--- config.mk ---
export PLATFORM = sky130hd
export DESIGN_NAME = hazard_scoreboard_flat
export DESIGN_NICKNAME = d
export VERILOG_FILES = /design/src/rtl/hazard_pkg.sv /design/src/rtl/hazard_if.sv /design/src/rtl/hazard_scoreboard_addr_match.sv /design/src/rtl/hazard_scoreboard.sv /design/src/flat_wrapper.sv
export SDC_FILE = /design/constraint.sdc
export NUM_CORES = 1
export LEC_CHECK = 0
export ABC_AREA = 0
export ABC_CLOCK_PERIOD_IN_PS = 3200
export BUFFER_PORTS_ARGS = -buffer_cell sky130_fd_sc_hd__buf_2
export CAP_MARGIN = 20
export CORE_UTILIZATION = 45
export CTS_CLUSTER_SIZE = 40
export DETAILED_ROUTE_END_ITERATION = 8
export PLACE_DENSITY = 0.75
export SYNTH_ARGS = -nofsm -noshare
export SYNTH_HDL_FRONTEND = slang
export SYNTH_SLANG_ARGS = --single-unit
export TNS_END_PERCENT = 50
--- constraint.sdc ---
create_clock -name clk -period 3.2 [get_ports clk]
set_input_delay 0.16 -clock clk [delete_from_list [all_inputs] [get_ports clk]]
set_output_delay 0.16 -clock clk [all_outputs]
set_load 0.005 [all_outputs]
--- src/rtl/hazard_pkg.sv ---
// Shared types for the issue-stage hazard scoreboard.
// Optional load bypass is selected with HAZ_LD_BYPASS_EN.
package hazard_pkg;

    localparam int ADDR_W = 5;
    localparam int NREGS  = 1 << ADDR_W;

    typedef enum logic [1:0] {
        FWD_RF  = 2'b00,
        FWD_EX  = 2'b01,
        FWD_MEM = 2'b10,
        FWD_WB  = 2'b11
    } fwd_sel_e;

    typedef struct packed {
        logic              valid;
        logic [ADDR_W-1:0] rd;
        logic              fwd_ok;
    } slot_t;

endpackage

--- src/rtl/hazard_if.sv ---
// Decode-side bundle: instruction fields in, stall/issue/forwarding out.
// Master is the decode stage, slave is the scoreboard.
interface hazard_if;
    import hazard_pkg::*;

    logic              id_valid;
    logic [ADDR_W-1:0] id_rs1;
    logic [ADDR_W-1:0] id_rs2;
    logic [ADDR_W-1:0] id_rd;
    logic              id_rd_we;
    logic              id_is_load;
    logic              id_stall;
    logic              id_issue;
    fwd_sel_e          fwd_sel_a;
    fwd_sel_e          fwd_sel_b;

    modport master (
        output id_valid, id_rs1, id_rs2, id_rd,
        output id_rd_we, id_is_load,
        input  id_stall, id_issue,
        input  fwd_sel_a, fwd_sel_b
    );

    modport slave (
        input  id_valid, id_rs1, id_rs2, id_rd,
        input  id_rd_we, id_is_load,
        output id_stall, id_issue,
        output fwd_sel_a, fwd_sel_b
    );

endinterface

--- src/rtl/hazard_scoreboard_addr_match.sv ---
// Register-address compare; r0 never matches anything.
// Shared by every slot/operand and bypass comparison.
module addr_match
    import hazard_pkg::*;
(
    input  logic [ADDR_W-1:0] a,
    input  logic [ADDR_W-1:0] b,
    output logic              hit
);

    assign hit = (a == b) && (a != '0);

endmodule

--- src/rtl/hazard_scoreboard.sv ---
// Issue hazard controller: EX/MEM/WB forwarding plus load busy scoreboard.
// Define HAZ_LD_BYPASS_EN to let ld_done release a stall in the same cycle.
module hazard_scoreboard
    import hazard_pkg::*;
#(
    parameter int MAX_PEND = 4
)
(
    input  logic              clk,
    input  logic              rst_n,
    hazard_if.slave           id,
    input  logic              ld_done,
    input  logic [ADDR_W-1:0] ld_done_rd,
    input  logic              flush,
    output logic [3:0]        pend_cnt,
    output logic              sb_err
);

    slot_t             ex_q, ex_d;
    slot_t             mem_q, mem_d;
    slot_t             wb_q, wb_d;
    logic [NREGS-1:0]  busy_q, busy_d;
    logic [3:0]        pend_q, pend_d;
    logic              err_q, err_d;

    slot_t             slots [3];
    logic [2:0]        hit_a, hit_b;
    logic [2:0]        use_a, use_b;
    fwd_sel_e          sel_a, sel_b;

    logic              mask_rs1, mask_rs2, mask_rd;
    logic              raw, waw, full;
    logic              stall, issue;
    logic              set_busy, clr_busy;

    assign slots[0] = ex_q;
    assign slots[1] = mem_q;
    assign slots[2] = wb_q;

    for (genvar i = 0; i < 3; i++) begin : g_fwd
        addr_match u_a (
            .a   (id.id_rs1),
            .b   (slots[i].rd),
            .hit (hit_a[i])
        );
        addr_match u_b (
            .a   (id.id_rs2),
            .b   (slots[i].rd),
            .hit (hit_b[i])
        );
        assign use_a[i] = slots[i].valid & slots[i].fwd_ok & hit_a[i];
        assign use_b[i] = slots[i].valid & slots[i].fwd_ok & hit_b[i];
    end

    // Youngest producer wins.
    always_comb begin
        sel_a = FWD_RF;
        if (use_a[0])      sel_a = FWD_EX;
        else if (use_a[1]) sel_a = FWD_MEM;
        else if (use_a[2]) sel_a = FWD_WB;
        sel_b = FWD_RF;
        if (use_b[0])      sel_b = FWD_EX;
        else if (use_b[1]) sel_b = FWD_MEM;
        else if (use_b[2]) sel_b = FWD_WB;
    end

`ifdef HAZ_LD_BYPASS_EN
    logic byp_rs1, byp_rs2, byp_rd;

    addr_match u_byp_rs1 (
        .a   (ld_done_rd),
        .b   (id.id_rs1),
        .hit (byp_rs1)
    );
    addr_match u_byp_rs2 (
        .a   (ld_done_rd),
        .b   (id.id_rs2),
        .hit (byp_rs2)
    );
    addr_match u_byp_rd (
        .a   (ld_done_rd),
        .b   (id.id_rd),
        .hit (byp_rd)
    );

    // Regfile write-through supplies the value this cycle.
    assign mask_rs1 = ld_done & byp_rs1;
    assign mask_rs2 = ld_done & byp_rs2;
    assign mask_rd  = ld_done & byp_rd;
`else
    assign mask_rs1 = 1'b0;
    assign mask_rs2 = 1'b0;
    assign mask_rd  = 1'b0;
`endif

    always_comb begin
        raw   = (busy_q[id.id_rs1] & ~mask_rs1)
              | (busy_q[id.id_rs2] & ~mask_rs2);
        waw   = id.id_rd_we & busy_q[id.id_rd] & ~mask_rd;
        full  = id.id_is_load & (pend_q == 4'(MAX_PEND));
        stall = id.id_valid & ~flush & (raw | waw | full);
        issue = id.id_valid & ~flush & ~stall;
    end

    always_comb begin
        set_busy = issue & id.id_is_load & id.id_rd_we
                 & (id.id_rd != '0);
        clr_busy = ld_done & busy_q[ld_done_rd];

        busy_d = busy_q;
        if (clr_busy) busy_d[ld_done_rd] = 1'b0;
        // Set after clear: a same-register reissue stays busy.
        if (set_busy) busy_d[id.id_rd] = 1'b1;

        pend_d = pend_q + {3'b0, set_busy} - {3'b0, clr_busy};
        err_d  = err_q | (ld_done & ~busy_q[ld_done_rd]);

        ex_d = '0;
        if (issue) begin
            ex_d.valid  = 1'b1;
            ex_d.rd     = id.id_rd;
            ex_d.fwd_ok = id.id_rd_we & ~id.id_is_load;
        end
        mem_d = flush ? '0 : ex_q;
        wb_d  = mem_q;
    end

    always_ff @(posedge clk or negedge rst_n) begin
        if (!rst_n) begin
            ex_q   <= '0;
            mem_q  <= '0;
            wb_q   <= '0;
            busy_q <= '0;
            pend_q <= '0;
            err_q  <= 1'b0;
        end else begin
            ex_q   <= ex_d;
            mem_q  <= mem_d;
            wb_q   <= wb_d;
            busy_q <= busy_d;
            pend_q <= pend_d;
            err_q  <= err_d;
        end
    end

    assign id.id_stall  = stall;
    assign id.id_issue  = issue;
    assign id.fwd_sel_a = sel_a;
    assign id.fwd_sel_b = sel_b;
    assign pend_cnt     = pend_q;
    assign sb_err       = err_q;

endmodule

--- src/flat_wrapper.sv ---
// flat-port wrapper written by rule: the top's interface ports become plain ports
module hazard_scoreboard_flat import hazard_pkg::*;
#(
    parameter int MAX_PEND = 4
)
  (clk, rst_n, ld_done, ld_done_rd, flush, pend_cnt, sb_err, id_id_valid, id_id_rs1, id_id_rs2, id_id_rd, id_id_rd_we, id_id_is_load, id_id_stall, id_id_issue, id_fwd_sel_a, id_fwd_sel_b);
  hazard_if id_i ();
  input  logic clk;
  input  logic rst_n;
  input  logic ld_done;
  input  logic [ADDR_W-1:0] ld_done_rd;
  input  logic flush;
  output logic [3:0] pend_cnt;
  output logic sb_err;
  input wire logic [$bits(id_i.id_valid)-1:0] id_id_valid;
  input wire logic [$bits(id_i.id_rs1)-1:0] id_id_rs1;
  input wire logic [$bits(id_i.id_rs2)-1:0] id_id_rs2;
  input wire logic [$bits(id_i.id_rd)-1:0] id_id_rd;
  input wire logic [$bits(id_i.id_rd_we)-1:0] id_id_rd_we;
  input wire logic [$bits(id_i.id_is_load)-1:0] id_id_is_load;
  output wire logic [$bits(id_i.id_stall)-1:0] id_id_stall;
  output wire logic [$bits(id_i.id_issue)-1:0] id_id_issue;
  output wire logic [$bits(id_i.fwd_sel_a)-1:0] id_fwd_sel_a;
  output wire logic [$bits(id_i.fwd_sel_b)-1:0] id_fwd_sel_b;
  assign id_i.id_valid = id_id_valid;
  assign id_i.id_rs1 = id_id_rs1;
  assign id_i.id_rs2 = id_id_rs2;
  assign id_i.id_rd = id_id_rd;
  assign id_i.id_rd_we = id_id_rd_we;
  assign id_i.id_is_load = id_id_is_load;
  assign id_id_stall = id_i.id_stall;
  assign id_id_issue = id_i.id_issue;
  assign id_fwd_sel_a = id_i.fwd_sel_a;
  assign id_fwd_sel_b = id_i.fwd_sel_b;
  hazard_scoreboard #(.MAX_PEND(MAX_PEND)) u_core (.clk(clk), .rst_n(rst_n), .id(id_i), .ld_done(ld_done), .ld_done_rd(ld_done_rd), .flush(flush), .pend_cnt(pend_cnt), .sb_err(sb_err));
endmodule
# ---- Word-level counts from Yosys, hierarchy flattened
# Index checks and enable logic that the tools add are counted.
dict set report word_totals {
  output_inout_bits 11
  regBits 58
}
dict set report op_classes {
  bitwise_logic 31
  eq_ne 7
  mux 22
  reduce_logical 11
  addsub 2
  n_lt_le_gt_ge 6
}
# op count
set op_table {}
lappend op_table {{two-way mux 32 bit} 2}
lappend op_table {{bitwise AND 32 bit} 1}
lappend op_table {{NOT 32 bit} 1}
lappend op_table {{OR 32 bit} 1}
lappend op_table {{equality test 5 bit} 6}
lappend op_table {{< comparator 5 x 6 -> 1 bit, second input constant} 4}
lappend op_table {{bitwise AND 1 bit} 20}
lappend op_table {{binary-select mux 1 bit (select 5 bit)} 4}
lappend op_table {{nonzero test 5 bit} 3}
lappend op_table {{two-way mux 7 bit} 2}
lappend op_table {{two-way mux 2 bit} 6}
lappend op_table {{demux 1 bit (select 5 bit)} 2}
lappend op_table {{>= comparator 5 x 1 -> 1 bit, second input constant} 2}
lappend op_table {{logical AND 1 bit} 8}
lappend op_table {{two-way mux 1 bit} 6}
lappend op_table {{adder 4 x 1 -> 4 bit} 1}
lappend op_table {{equality test 4 x 3 -> 1 bit, second input constant} 1}
lappend op_table {{NOT 1 bit} 4}
lappend op_table {{OR 1 bit} 4}
lappend op_table {{subtractor 4 x 1 -> 4 bit} 1}

# ---- Longest topological paths before layout
# Gate-level depths: netlist (run 1).
dict set report depth {
  word_depth 13
  mapped_depth 12
  ltp_nobuf 10
}

# ---- Cells and area by module
# From an unflattened synthesis (run 1), not the netlist that was laid out.
dict set report hier_totals {
  cells_unflattened 418
  area_unflattened_um2 4053.9
}
# module cells_per_inst n_inst area_each_um2 seq_area_each_um2
set by_module_without_submodules {}
lappend by_module_without_submodules {hazard_scoreboard 364 1 3633.5 1451.4}
lappend by_module_without_submodules {addr_match 9 6 70.1 0.0}

# ---- Least setup slack after synthesis (run 1)
# OpenSTA, ideal clock, no wires.
dict set report synth_timing {
  path_kind {input to register}
  startpoint {input id_id_rs1[0]}
  endpoint {register u_core.pend_q[1], in the netlist u_core.pend_cnt[1]}
  required_time_ps 3064
  slack_ps 84
  cell_stages 10
  t_arrival_ps 2980
  path_cell_list {buf_2 -> mux4_2 -> mux4_2 -> mux2_4 -> a41oi_2 -> o21ai_2 -> buf_6 -> a2111oi_2 -> ha_1 -> fa_1}
}
dict set report synth_via {
  elab_chain_cells 13
}
# element line
set synth_lines {}
lappend synth_lines {{from (decl)} flat_wrapper.sv:16} ;# input wire logic [$bits(id_i.id_rs1)-1:0] id_id_rs1;
lappend synth_lines {{binary-select mux 1 bit (select 5 bit)} hazard_scoreboard.sv:97} ;# raw = (busy_q[id.id_rs1] & ~mask_rs1)
lappend synth_lines {{two-way mux 1 bit (not written as such)} hazard_scoreboard.sv:97}
lappend synth_lines {{OR 1 bit} hazard_scoreboard.sv:98} ;# | (busy_q[id.id_rs2] & ~mask_rs2);
lappend synth_lines {{OR 1 bit (2 in a row)} hazard_scoreboard.sv:101} ;# stall = id.id_valid & ~flush & (raw | waw | full);
lappend synth_lines {{bitwise AND 1 bit} hazard_scoreboard.sv:101}
lappend synth_lines {{NOT 1 bit} hazard_scoreboard.sv:102} ;# issue = id.id_valid & ~flush & ~stall;
lappend synth_lines {{bitwise AND 1 bit} hazard_scoreboard.sv:102}
lappend synth_lines {{bitwise AND 1 bit (2 in a row)} hazard_scoreboard.sv:106} ;# set_busy = issue & id.id_is_load & id.id_rd_we
lappend synth_lines {{bitwise AND 1 bit} hazard_scoreboard.sv:107} ;# & (id.id_rd != '0);
lappend synth_lines {{adder 4 x 1 -> 4 bit} hazard_scoreboard.sv:115} ;# pend_d = pend_q + {3'b0, set_busy} - {3'b0, clr_busy};
lappend synth_lines {{subtractor 4 x 1 -> 4 bit} hazard_scoreboard.sv:115}
lappend synth_lines {{named net u_core.pend_d[1]} hazard_scoreboard.sv:23} ;# logic [3:0] pend_q, pend_d;
lappend synth_lines {{to (signal assigned)} hazard_scoreboard.sv:141} ;# pend_q <= pend_d;
lappend synth_lines {{to (decl)} hazard_scoreboard.sv:23}
# The timed path passes the listed nets, and every way through them passes these cells. The select of a mux whose other input is x is not followed.

# ---- Final worst setup path (run 1)
dict set report layout_timing {
  startpoint {register u_core.busy_q[15]}
  endpoint {register u_core.pend_q[1], in the netlist u_core.pend_cnt[1]}
}
dict set report layout_via {
  elab_chain_cells 13
  word_cells_on_any_way 21
}
# element line
set layout_lines {}
lappend layout_lines {{from (decl)} hazard_scoreboard.sv:22} ;# logic [NREGS-1:0] busy_q, busy_d;
lappend layout_lines {{from (signal assigned)} hazard_scoreboard.sv:140} ;# busy_q <= busy_d;
lappend layout_lines {{binary-select mux 1 bit (select 5 bit), on equally long branches} {hazard_scoreboard.sv:97, hazard_scoreboard.sv:98, hazard_scoreboard.sv:99}}
lappend layout_lines {{two-way mux 1 bit, on equally long branches} {hazard_scoreboard.sv:97, hazard_scoreboard.sv:98, hazard_scoreboard.sv:99}}
lappend layout_lines {{OR 1 bit or bitwise AND 1 bit (tied branches)} {hazard_scoreboard.sv:98, hazard_scoreboard.sv:99}}
lappend layout_lines {{OR 1 bit (2 in a row)} hazard_scoreboard.sv:101}
lappend layout_lines {{bitwise AND 1 bit} hazard_scoreboard.sv:101}
lappend layout_lines {{NOT 1 bit} hazard_scoreboard.sv:102}
lappend layout_lines {{bitwise AND 1 bit} hazard_scoreboard.sv:102}
lappend layout_lines {{bitwise AND 1 bit (2 in a row)} hazard_scoreboard.sv:106}
lappend layout_lines {{bitwise AND 1 bit} hazard_scoreboard.sv:107}
lappend layout_lines {{adder 4 x 1 -> 4 bit} hazard_scoreboard.sv:115}
lappend layout_lines {{subtractor 4 x 1 -> 4 bit (*)} hazard_scoreboard.sv:115}
lappend layout_lines {{named net u_core.pend_d[1]} hazard_scoreboard.sv:23}
# The timed path passes the listed nets; every way through them passes the cells marked *. The select of a mux whose other input is x is not followed.

==> summary.md, run 1 <==
| Metric | Value |
|---|---|
| Outcome | complete, but fails checks |
| Failing checks | negative setup slack |
| Slew headroom | ~65% |
| RR Startpoint | u_core.busy_q[15]$_DFF_PN0_ |
| Worst r2r dst | u_core.pend_cnt[1]$_DFF_PN0_ |
| Clock sink count | 58 |
| Nets | 442 |
| Global-route wire length before repair | around 18 mm |
| Layout cell share with drive strength beyond 1 | between 20% and 30% |
| # IOs | 38 |
| Hold Crit Depth | 2 |
| Flop pwr share | 42.5% |
| RSZ-0062 raised after global routing | true |
| Required @ worst endpoint | 3420 ps |
| Peak supply drop | 0.000163 V |
| Final setup vio count | 1 |
| Pint | 1370 uW |
| Largest net degree at the start of global routing | 48 |
| Syn Std Cell Area | 4020 um2 |
| GRT Util Overall | about 28% |
| Die width | around 97 um |
| DP Wirelength | 8.52 mm |
| Psw | 650 uW |
| R2r worst-path depth | 8 |
| Number of filler cells placed in the layout | about 800 |
| Leak | 0.00184 uW |
| Placer Congestion | ~0.99 |
| Synth cell types | 49 |
| Rows | 34 |
| DRT iter0 DRCs | approximately 420 |
| Clock group share of total power | 32.7% |
| Register area share after synthesis | 36.1% |
| PD cells | 447 nW/um2 |
| Count of flip-flops with a built-in enable after synthesis | 0 |
| Post-synth top area share | 36.1% |
| Root Buffer | clkbuf_8 |
| Design Power | 2020 uW |
| Die ar. | 9320 um2 |
| Yosys warnings | 0 |
| CTS tree | built |
| Max Transition Viols Final | 0 |
| Top FF cell, synth | dfrtp_1 |
| Commonest non-fill, non-tap cell in the layout | dfrtp_1 |
| Via density | 6.82 |
| Number of global-route vias before repair | 3315 |
| Final Util | 52.1% |
| Starting Density | a little under half |
| Post-synth ARST share | between 90% and 100% |
| Most frequent cells in the layout | dfrtp_1 (58), o21ai_0 (40), buf_2 (37), xnor2_1 (27), mux4_2 (26) |
| Worst Path Max Fanout | 5 |
| Clock buffer depth | 2 |
| Placed insts | 504 |
| Minimum clock period | ~3200 ps |
| Synthesized instance count | 378 |
| Routed WL per cell | 22.8 um |
| CP Class | reg -> reg |
| Final instance count without filler cells | 522 |
| Gate power share | 24.8% |
| Avg Cell Area, Syn | between 10 and 15 um2 |
| Num CTS Buffers | 9 |
| Drt pass-1 iters | 5 |
| Hold Startpoint | flush |
| Worst Hold End | u_core.mem_q[6]$_DFF_PN0_ |
| Hold Fails Final Rpt | 0 |
| Critical Path AT | 3430 ps |
| Flop and latch count out of synthesis | 58 |
| Worst-margin pin slew | 527 ps |
| Switch share | about a third |
| Initial antenna violation count | 0 |
| Flop-to-flop setup slack | -6 ps |
| Crit share post-route | 100% |
| Syn Nets | 411 |
| # Max-Cap Violations | 0 |
| Clock Skews | 9.50 ps |
| Max Fclk | 312 MHz |
| Crit path capture type | flop |
| Slack of the critical path | -6.40 ps |
| # diodes | 0 |
| Sequential Area | 1450 um2 |
| Port Buffers | 37 |
| H-tree depth | 3 |
| Layout area overhead | 12.5% |
| DRT Wirelength | between 10 and 15 mm |
| Worst-Skew Late Latency | 350 ps |
| Hold_ws | 65.3 ps |
| Biggest area consumer among synthesized cells | dfrtp_1 |
| Drc violations | 0 |
| Antenna violation net count after detailed routing | 0 |
| Synth top area cells | dfrtp_1 (36%), mux4_2 (15%), xnor2_1 (5.9%) |
| Dpl ws | 9.05 ps |
| Vias after detailed routing | about 3600 |
| Worst hold path type | in -> reg |
| Clock transition at path regs | 70 ps |
| Die H | about 97 um |
| Grt ovf | 0 |
| Multi-input logic area | 2390 um2 |
| Setup Buffers After CTS | 0 |
| Core Area | 8680 um2 |
| Critical Path Source Type | flop |
-- worst max-delay path, cell delays in order, from the launching register on --
cell,delay [ps]
dfrtp_1,440
mux4_2,530
mux4_2,510
mux2_4,300
a41oi_2,170
o21ai_2,100
a2111oi_2,360
ha_1,250
fa_1,420
-- timing repair --
item,CTS,global route
hold buffers,0,1
resized for setup,1,2
hold endpoints to repair,0,13
setup endpoints to repair,1,3
gates cloned,0,0
-- state kept, by name, summed over array words and instances, names as in the netlist --
signal	count
u_core.slots	7
u_core.sb_err	1
u_core.busy_q	32
u_core.ex_q	7
u_core.mem_q	7
u_core.pend_cnt	4
-- metal layers --
layer,part of all wire [%],track usage [%],vias up
met2,47,42.5,233
met5,0,0,-
li1,-,-,1521
met4,3.4,12.4,0
met1,39,36.5,1768
met3,9.9,7.36,39
-- power by group through the flow --
stage	registers (uW)	logic (uW)	clock network, uW
final	860	503	662
after global routing	866	554	716
after CTS	858	497	676
after detailed placement	872	493	0
after global placement	868	483	0
after floorplan	853	348	0
-- through the flow --
| step | TNS, ps | area [um2] |
|---|---|---|
| floorplan | 0 | 4020 |
| global placement | 0 | 4290 |
| detailed placement | 0 | 4290 |
| CTS | 0 | 4480 |
| global route | -91.1 | 4530 |
| finish | -6.40 | 4530 |
-- cell type report --
class	count	area share [%]
well taps	108	2.99
flip-flops and latches	58	32.1
multi-input cells	277	52.9
repair buffers	53	7.16
clock buffers	10	2.82
inverters	10	0.829
clock inverters	6	1.27
-- cell families after synthesis --
kind of cell	after synthesis	synth area share, %
and+or+nand+nor	105	14.8
xor gates and xnor gates	32	6.97
muxes	42	19.1
adders and majority gates	6	2.05
buffers and inverters	43	4.88
DFF	58	36.1
AOI/OAI and AO/OA	92	16.1
-- synth_stat cells, types with 6 or more instances --
cell	instances
or3_1	14
mux2i_1	13
nor2_1	10
nand2_1	17
xnor2_1	27
mux4_2	26
nand3_1	6
inv_1	10
dfrtp_1	58
o21ai_0	40
nand4_1	8
clkbuf_1	22
o41ai_1	26
nor3_1	11
nor2b_1	12
-- worst max-delay path by stage --
stage	depth (start not counted)	endpoint	start
after floorplan	10	u_core.pend_cnt[1]$_DFF_PN0_	id_id_rs1[0]
after global placement	9	u_core.pend_cnt[1]$_DFF_PN0_	id_id_rs1[0]
after detailed placement	9	u_core.pend_cnt[1]$_DFF_PN0_	id_id_rs1[0]
after CTS	8	u_core.pend_cnt[1]$_DFF_PN0_	u_core.busy_q[15]$_DFF_PN0_
after global routing	8	u_core.pend_cnt[1]$_DFF_PN0_	u_core.busy_q[15]$_DFF_PN0_
final	8	u_core.pend_cnt[1]$_DFF_PN0_	u_core.busy_q[15]$_DFF_PN0_
(Power assumes the default switching activity.)
==> run 2, diff against run 1 <==
--- a/config.mk
+++ b/config.mk
@@ -9,6 +9,7 @@
 export ABC_CLOCK_PERIOD_IN_PS = 3200
 export BUFFER_PORTS_ARGS = -buffer_cell sky130_fd_sc_hd__buf_2
 export CAP_MARGIN = 20
+export CORE_ASPECT_RATIO = 1.75
 export CORE_UTILIZATION = 45
 export CTS_CLUSTER_SIZE = 40
 export DETAILED_ROUTE_END_ITERATION = 8
==> run 2 against run 1 <==
  * Clock-buffer cell count grew 2
  * Power grew 23%
  * Register-to-register slack gained 200 ps
  * Sequential power is essentially flat
  * Wire length grew 4.7%
  * Hold slack lost 2.2 ps
  * Sequential share of layout area shrank 1.3 points
  * The run now ends clean
  * Cell count grew 2.7%
  * Worst setup slack gained 130 ps
  * Largest cell class unchanged
==> summary.md, run 2 (same netlist as run 1, synthesis figures left out) <==
| Metric | Value |
|---|---|
| Outcome | complete, no violations |
| Peak supply drop | 0.000268 V (+65%) |
| Root Buffer | clkbuf_16 |
| Port Buffers | 37 (unchanged) |
| Via density | 6.65 (-2.5%) |
| Rows | 45 (+32%) |
| Dpl ws | 37.9 ps (+28.8 ps) |
| Most frequent cells in the layout | dfrtp_1 (53), o21ai_0 (40), buf_2 (37), xnor2_1 (27) |
| Hold Fails Final Rpt | 0 (unchanged) |
| # IOs | 38 (unchanged) |
| Drt pass-1 iters | 5 (unchanged) |
| Layout area overhead | 17.8% |
| Placer Congestion | 0.996 (+0.92%) |
| Final setup vio count | 0 (-1) |
| Core Area | 8670 um2 (about the same) |
| Top Family by Delay on Critical Path | multiplexers |
| Starting Density | 46.4% (about the same) |
| Num CTS Buffers | 9 (unchanged) |
| Worst-Skew Late Latency | 330 ps (-20 ps) |
| Minimum clock period | 3080 ps (-127 ps) |
| Clock buffer depth | 2 (unchanged) |
| Worst-margin pin slew | 588 ps (+61.1 ps) |
| Nets | 447 (+1.1%) |
| Worst hold path type | in -> reg |
| Die H | 127 um (+32%) |
| # diodes | 0 (unchanged) |
| Slew headroom | 60.7% (-4.2 points) |
| Worst Path Max Fanout | 39 (+34) |
| Clock sink count | 58 (unchanged) |
| Slowest-stage cell, CP | mux4_1 |
| Commonest non-fill, non-tap cell in the layout | dfrtp_1 |
| Max Fclk | 325 MHz (+4.1%) |
| Crit share post-route | 96.2% (-4.0 points) |
| DRT iter0 DRCs | 216 (-48%) |
| DP Wirelength | 9.25 mm (+8.5%) |
| Final instance count without filler cells | 536 (+2.7%) |
| PD cells | 525 nW/um2 (+17%) |
| Number of global-route vias before repair | 3659 (+10%) |
| GRT Util Overall | 28.6% (+1.0 points) |
| Initial antenna violation count | 0 (unchanged) |
| Critical Path AT | 2920 ps (-510 ps) |
| # Max-Cap Violations | 0 (unchanged) |
| Biggest register | u_core.busy_q |
| Final Util | 54.6% (+2.5 points) |
| RSZ-0062 raised after global routing | false |
| Layout cell share with drive strength beyond 1 | 26.7% (+1.9 points) |
| CP Class | reg -> out |
| Largest net degree at the start of global routing | 40 (-17%) |
| Global-route wire length before repair | 19.2 mm (+3.9%) |
| Clock transition at path regs | 50 ps (-20 ps) |
| Slack of the critical path | 120 ps (+127 ps) |
| DRT Wirelength | 12.5 mm (+4.7%) |
| Hold_ws | 63.1 ps (-2.21 ps) |
| Critical Path Source Type | flop |
| CP max stage delay | 520 ps (about the same) |
| Setup Buffers After CTS | 0 (unchanged) |
| Max Transition Viols Final | 0 (unchanged) |
| Crit path buf inv count | 2 (+2) |
| Antenna violation net count after detailed routing | 0 (unchanged) |
| Die width | 73.5 um (-24%) |
| Required @ worst endpoint | 3040 ps (-380 ps) |
| Drc violations | 0 (unchanged) |
| Crit path capture type | output port |
| Leak | 0.00192 uW (+4.2%) |
| Crit-path cells | mux4_1 > mux4_2 > mux2_4 > a41oi_2 > o21ai_2 > buf_6 > nor3b_2 > buf_2 |
| TNS Setup | 0 ps (+6.40 ps) |
| Die ar. | 9330 um2 (+0.17%) |
| Grt ovf | 0 (unchanged) |
| H-tree depth | 3 (unchanged) |
| Clock Skews | 6.69 ps (-2.81 ps) |
| Max FFs per register | 32 (unchanged) |
| Placed insts | 519 (+3.0%) |
| Vias after detailed routing | 3564 (+0.084%) |
| Routed WL per cell | 23.3 um (+1.9%) |
| CTS tree | built |
## run 2: cell types whose count changed in the layout (fill, tap and decap cells not counted), sizes merged
cell	change
clkinv	-3
buf	+5
bufinv	+2
clkbuf	+2
clkinvlp	-1
## run 2: final cells by class
class / count / area, um2
multi-input combinational: 277 / 2400
tap: 117 / 146
fill: 790 / 3940
inverter: 10 / 37.5
clock inverter: 4 / 98.8
clock buffer: 12 / 246
sequential: 58 / 1460
timing repair buffer: 58 / 349
## run 2: worst reg2reg max path, delay by kind of cell, from the launching register on
| kind | cells | cell delay [ps] |
|---|---|---|
| AOI/OAI and AO/OA | 2 | 630 |
| DFF | 1 | 470 |
| muxes | 1 | 500 |
| buffers and inverters | 3 | 300 |
| xor gates and xnor gates | 1 | 170 |
| adders and majority gates | 3 | 830 |
## run 2: repair_timing
item                                    4_1_cts  5_1_grt
pin swaps                                     0        2
resized for setup                             1        8
endpoints found under the setup margin        1        3
hold buffers                                  1        0
endpoints found under the hold margin        10        0
## run 2: worst paths after layout
path,endpoint,start,cells after the start,slack (ps)
setup / recovery,id_id_issue,u_core.busy_q[26]$_DFF_PN0_,8,120
hold / removal,u_core.sb_err$_DFF_PN0_,ld_done,2,60
setup reg to reg,u_core.pend_cnt[2]$_DFF_PN0_,u_core.busy_q[19]$_DFF_PN0_,10,190
hold reg to reg,u_core.slots[0]$_DFF_PN0_,u_core.mem_q[0]$_DFF_PN0_,0,390
max in group asynchronous,u_core.busy_q[16]$_DFF_PN0_,rst_n,3,2340
min in group asynchronous,u_core.pend_cnt[2]$_DFF_PN0_,rst_n,2,220
## run 2: routing by layer
layer	vias up	GRT usage [%]	routed length (um)
met4	0	29.1	1240
met2	212	47.8	6350
met5	-	0	0
li1	1531	-	-
met1	1738	28.2	4060
met3	83	4.89	824
## run 2: power breakdown
part | internal, uW | switching [uW] | total [uW]
clock network | 782 | 327 | 1110
logic | 228 | 290 | 519
registers | 799 | 61.9 | 861
total | 1810 | 679 | 2490
## run 2: metrics by stage
step                power, uW  area, um2
finish                   2490       4740
global route             2580       4740
CTS                      2490       4710
detailed placement       1380       4350
global placement         1360       4350
floorplan                1200       4020
